$ cat config.mk
export PLATFORM = sky130hd
export DESIGN_NAME = pc_redirect_unit
export DESIGN_NICKNAME = d
export VERILOG_FILES = /design/src/rtl/pc_redirect_unit.sv
export SDC_FILE = /design/constraint.sdc
export NUM_CORES = 1
export LEC_CHECK = 0
export BUFFER_PORTS_ARGS = -buffer_cell sky130_fd_sc_hd__buf_4
export CORE_MARGIN = 3
export CORE_UTILIZATION = 35
export CTS_CLUSTER_SIZE = 30
export DETAILED_ROUTE_END_ITERATION = 8
export PLACE_DENSITY_LB_ADDON = 0.15
export SKIP_CTS_REPAIR_TIMING = 1
export SYNTH_ARGS = -nofsm -noshare
export SYNTH_HDL_FRONTEND = slang
export SYNTH_SLANG_ARGS = --single-unit
export TNS_END_PERCENT = 1
$ cat constraint.sdc
create_clock -name clk -period 4.9 [get_ports clk]
set_input_delay 0.49 -clock clk [delete_from_list [all_inputs] [get_ports clk]]
set_output_delay 0.49 -clock clk [all_outputs]
set_load 0.005 [all_outputs]
$ cat src/rtl/pc_redirect_unit.sv
// pc_redirect_unit: resolves branches/jumps in EX, owns the fetch PC and
// raises a registered one-cycle flush on redirect.
module pc_redirect_unit #(
    parameter logic [31:0] RESET_PC = 32'h0000_0000
) (
    input  logic        clk,
    input  logic        reset,
    input  logic        stall,
    input  logic        ex_valid,
    input  logic        ex_is_branch,
    input  logic        ex_is_jal,
    input  logic        ex_is_jalr,
    input  logic [2:0]  ex_funct3,
    input  logic [31:0] ex_pc,
    input  logic [31:0] ex_imm,
    input  logic [31:0] ex_rs1,
    input  logic        BrLT,
    input  logic        BrEq,
    output logic        BrUn,
    output logic [31:0] pc,
    output logic        flush,
    output logic        trap_misaligned,
    output logic        trap_illegal_br,
    output logic [15:0] branch_cnt,
    output logic [15:0] taken_cnt
);
    logic        act;
    logic        sel_jalr;
    logic        sel_jal;
    logic        sel_br;
    logic        illegal;
    logic        cond;
    logic        taken;
    logic        redirect;
    logic        br_eval;
    logic        br_taken;
    logic [31:0] target;

    always_comb begin
        BrUn     = ex_is_branch & ex_funct3[1];
        act      = ex_valid & ~stall & ~flush;
        sel_jalr = ex_is_jalr;
        sel_jal  = ~ex_is_jalr & ex_is_jal;
        sel_br   = ~ex_is_jalr & ~ex_is_jal & ex_is_branch;
        illegal  = ex_funct3[2:1] == 2'b01;
        // funct3[0] inverts the sense; 010/011 never take
        cond     = ex_funct3[2] ? (BrLT ^ ex_funct3[0]) :
                   ex_funct3[1] ? 1'b0 : (BrEq ^ ex_funct3[0]);
        target   = sel_jalr ? ((ex_rs1 + ex_imm) & ~32'h1) : (ex_pc + ex_imm);
        taken    = act & (sel_jal | sel_jalr | (sel_br & cond));
        redirect = taken & ~target[1];
        br_eval  = act & sel_br;
        br_taken = br_eval & cond;
    end

    always_ff @(posedge clk) begin
        if (reset) begin
            pc              <= RESET_PC;
            flush           <= 1'b0;
            trap_misaligned <= 1'b0;
            trap_illegal_br <= 1'b0;
            branch_cnt      <= 16'h0;
            taken_cnt       <= 16'h0;
        end else begin
            pc              <= redirect ? target : stall ? pc : pc + 32'd4;
            flush           <= redirect;
            trap_misaligned <= taken & target[1];
            trap_illegal_br <= br_eval & illegal;
            if (br_eval && branch_cnt != 16'hFFFF)
                branch_cnt <= branch_cnt + 16'd1;
            if (br_taken && taken_cnt != 16'hFFFF)
                taken_cnt <= taken_cnt + 16'd1;
        end
    end
endmodule

* Yosys cells after proc, flatten, opt, wreduce, memory -nomap -nowiden
Cells that the tools add are included.
Storage, ports and cells: register bits after elaboration 67, input port bits 108, logic and storage cells 44
Operators by class: $add $sub $neg 5, equality and inequality tests 4, mux-type cells 5, bitwise logic cells 22, reduce and logical (&&, ||, !) cells 2
Operators by type and width (number):
- $mux 32 | 3
- $add 32x32->32 | 2
- $add 16x1->16 const B | 2
- $add 32x3->32 const B | 1
- $ne 16x16->1 const B | 2
- $and 1x1->1 | 13
- $not 1->1 | 5
- $eq 2x1->1 const B | 1
- $logic_and 1x1->1 | 2
- $mux 1 | 2
- $ne 2x1->1 const B | 1
- $or 1x1->1 | 2
- $xor 1x1->1 | 2

* Depth between registers and ports, before layout
word-level depth 8, depth in mapped cells 12

* Worst setup path before layout
No wires, ideal clock.
path type input port to flip-flop, start in ex_imm[0], end reg pc[24], library setup time 0.095 ns, data arrival time 2.886 ns, data required time 4.805 ns, path slack 1.919 ns, stages on the path 11, cell sequence and2_1 > fa_1 > a21o_1 > a221oi_2 > o311a_4 > o211ai_1 > a31o_1 > a311o_1 > xor2_1 > nand2_1 > a221oi_1
Between the ends: longest elaborated chain between the ends 5
RTL lines:
- start, declared | line 15 | input logic [31:0] ex_imm,
- $add 32x32->32 | line 49 | target = sel_jalr ? ((ex_rs1 + ex_imm) & ~32'h1) : (ex_pc + ex_imm);
- $mux 32 (*) | line 49
- $not 1->1 | line 51 | redirect = taken & ~target[1];
- $and 1x1->1 | line 51
- $ne 2x1->1 (no source line) or $mux 32 (tied branches)
- end signal, assigned | line 65 | pc <= redirect ? target : stall ? pc : pc + 32'd4;
- end, declared | line 20 | output logic [31:0] pc,
Every way passes the cells marked *; elsewhere a longest branch is shown, timed or not. A chain may end at the register's enable or synchronous reset.

* Final worst setup path
Same ends and word-level chain as after synthesis.

==> impl_results.md <==
- Outcome: completed
- Crit end category: flop
- Total track usage: 20.1%
- DP HPWL: 17.5 mm
- Clk Latency, worst-skew pair: 0.34 ns
- Worst slew pin tran: ~1.2 ns
- Port Buffers: 175
- Ranking of synthesized cells by area: dfxtp_1, ha_1, a21oi_1
- Final setup TNS: 0 ns
- Yosys warning total: 0
- CP max FO: 4
- Aggregate global routing overflow: 0
- CTS Root Buffer Type: clkbuf_16
- Die Height: around 150 um
- Critical Path AT: around 3.3 ns
- Internal: 1.35 mW
- First-pass GRT wire length: 36.2 mm
- DRT Wirelength: 22.3 mm
- Initial DRC Count: 357
- NetSw: 0.641 mW
- Worst-path clk slew: 0.06 ns
- CTS tree: built
- # rows: 51
- Hold Crit Class: in2reg
- Post-Syn Instances: 953
- Most numerous cell in the Yosys netlist: nor2_1
- Post-synthesis register bit count: 67
- Fin crit share: 63.3%
- PwrDens: around 230 nW/um^2
- Clock Power Share: a little under two fifths
- Area Growth Syn to Fin: 26.7%
- Synth area leader: dfxtp_1
- Via count: 7418
- Crit path kind: in2reg
- RSZ-0062 raised after global routing: no
- Largest net degree at the start of global routing: 68
- Sequential area share after synthesis: 19.2%
- H-tree Lvls: 3
- Die Wd: 147 um
- Async SR Flop Fraction: 0%
- RePlAce Congestion: roughly 0.84
- Wire per inst: 16.2 um
- Max-Cap Viols: 0
- Sw Ratio: about a third
- Antenna violations before repair: 0
- Sequential power share: 28.9%
- DRC: 0
- Starting Density: 35.8%
- Syn_area_per_cell: 7.33 sq um
- Min Tclk post-route: 3.10 ns
- Worst Clk Skew: between 0.004 and 0.005 ns
- Clock Sinks: 67
- R2R Setup Slk: 2.20 ns
- Combinational share of power: 33.8%
- Static leakage: 3.77 nW
- Vias in the first global route: roughly 7000
- Max VDD drop: approximately 0.00016 V
- CTS max path bufs: 2
- Hold WS: 0.349 ns
- F_max: 322 MHz
- Setup violations, final: 0
- Startpoint Class: input port
- DR vias/cell: 5.39
- Slew Viols, Final: 0
- Synth cell count leaders: nor2_1, nand2_1, a21oi_1
- Final hold violations: 0
- Slew HR: 22.5%
- EDFF count, synth: 0
- Diodes inserted: 0
- Full die area: 21700 sq um
- Nets: 1281
- Synth Flop Type: dfxtp_1
- Count of cell types in the netlist: 73
- DRT antenna net count: 0
- I/O pin cnt: 176
- Core Footprint: 19500 sq um
- Synth Cell Area: 6990 sq um
- Detailed Routing Iterations Pass 1: 4
- Layout cells sized above 1: about a fifth
- Synth top area share: a little under a fifth
- Num CTS Buffers: 9
- CP Data Required Time: 5.14 ns
- Synth Net Count: 1127
[area by class of cell]
cell class              count  area (sq um)
well taps                 265           332
inverters                  27           101
repair buffers            178          1340
flip-flops and latches     67          1340
clock inverters             6           115
fillers                  2083         10700
multi-input cells         824          5400
clock buffers               9           225
[routing by layer]
layer	vias to the layer above	wire length (um)	GRT usage, %
met5	-	0	0
li1	3823	-	-
met2	184	10200	33.0
met4	0	228	4.15
met1	3393	10900	27.8
met3	18	996	3.30
[flip-flops by register name (all words and copies together) (netlist names)]
name and flops:
pc 32, branch_cnt 16, taken_cnt 16, flush 1
trap_illegal_br 1, trap_misaligned 1
[path summary, 6_finish.rpt]
kind                startpoint              end  depth (start not counted)
hold / removal    ex_funct3[2]  trap_illegal_br                          2
hold reg to reg          pc[0]            pc[0]                          2
setup / recovery     ex_imm[0]           pc[24]                         12
setup reg to reg         pc[2]           pc[26]                          9
[worst max-delay path: stages]
cell and delay [ns]:
buf_4 0.11, and2_1 0.15, fa_1 0.40, a21o_1 0.23
a221oi_2 0.41, o311a_4 0.27, o211ai_1 0.17, a31o_1 0.27
a311o_1 0.36, xor2_1 0.14, nand2_1 0.07, a221oi_1 0.28
[placed cells by master (no fill, tap or decap), types with 10 or more instances in the layout]
master    synthesis  final
buf_4             0    178
a31oi_1          13     13
a21oi_1          88     88
and2_1           10     10
nand3_1          38     38
inv_1            27     27
nor2_1          107    107
a211oi_1         15     15
nand4_1          15     15
nand2b_1         11     11
dfxtp_1          67     67
xnor2_1          36     36
and3_1           19     19
a21o_1           31     31
xor2_1           41     41
o21ai_0          61     61
ha_1             64     64
nor3_1           25     25
nand2_1          94     94
or3_1            10     10
[power groups by stage]
stage | sequential (mW) | combinational [mW] | clock, mW
floorplan | 0.582 | 0.450 | 0
global placement | 0.587 | 0.670 | 0
detailed placement | 0.587 | 0.668 | 0
CTS | 0.575 | 0.672 | 0.767
global route | 0.577 | 0.750 | 0.797
finish | 0.575 | 0.672 | 0.744
[kinds of logic after synthesis]
group / count (synthesis) / share of synthesized area (%)
AO/OA/AOI/OAI: 305 / 28.7
buffers and inverters: 62 / 3.53
AND/OR/NAND/NOR: 369 / 25.8
multiplexers: 7 / 1.00
flip-flops: 67 / 19.2
XOR/XNOR: 77 / 9.65
adder cells (fa/ha/maj): 66 / 12.0
[stage by stage]
stage | instances | total power, mW | instance area [sq um] | setup WS, ns | util, %
CTS | 1376 | 2.01 | 8850 | 1.82 | 45.3
finish | 1376 | 1.99 | 8850 | 1.80 | 45.3
global placement | 1361 | 1.26 | 8510 | 1.49 | 43.6
global route | 1376 | 2.12 | 8850 | 1.53 | 45.3
detailed placement | 1361 | 1.25 | 8510 | 1.46 | 43.6
floorplan | 953 | 1.03 | 6990 | 1.92 | -
Note: power is estimated with default switching activity, not from simulation.
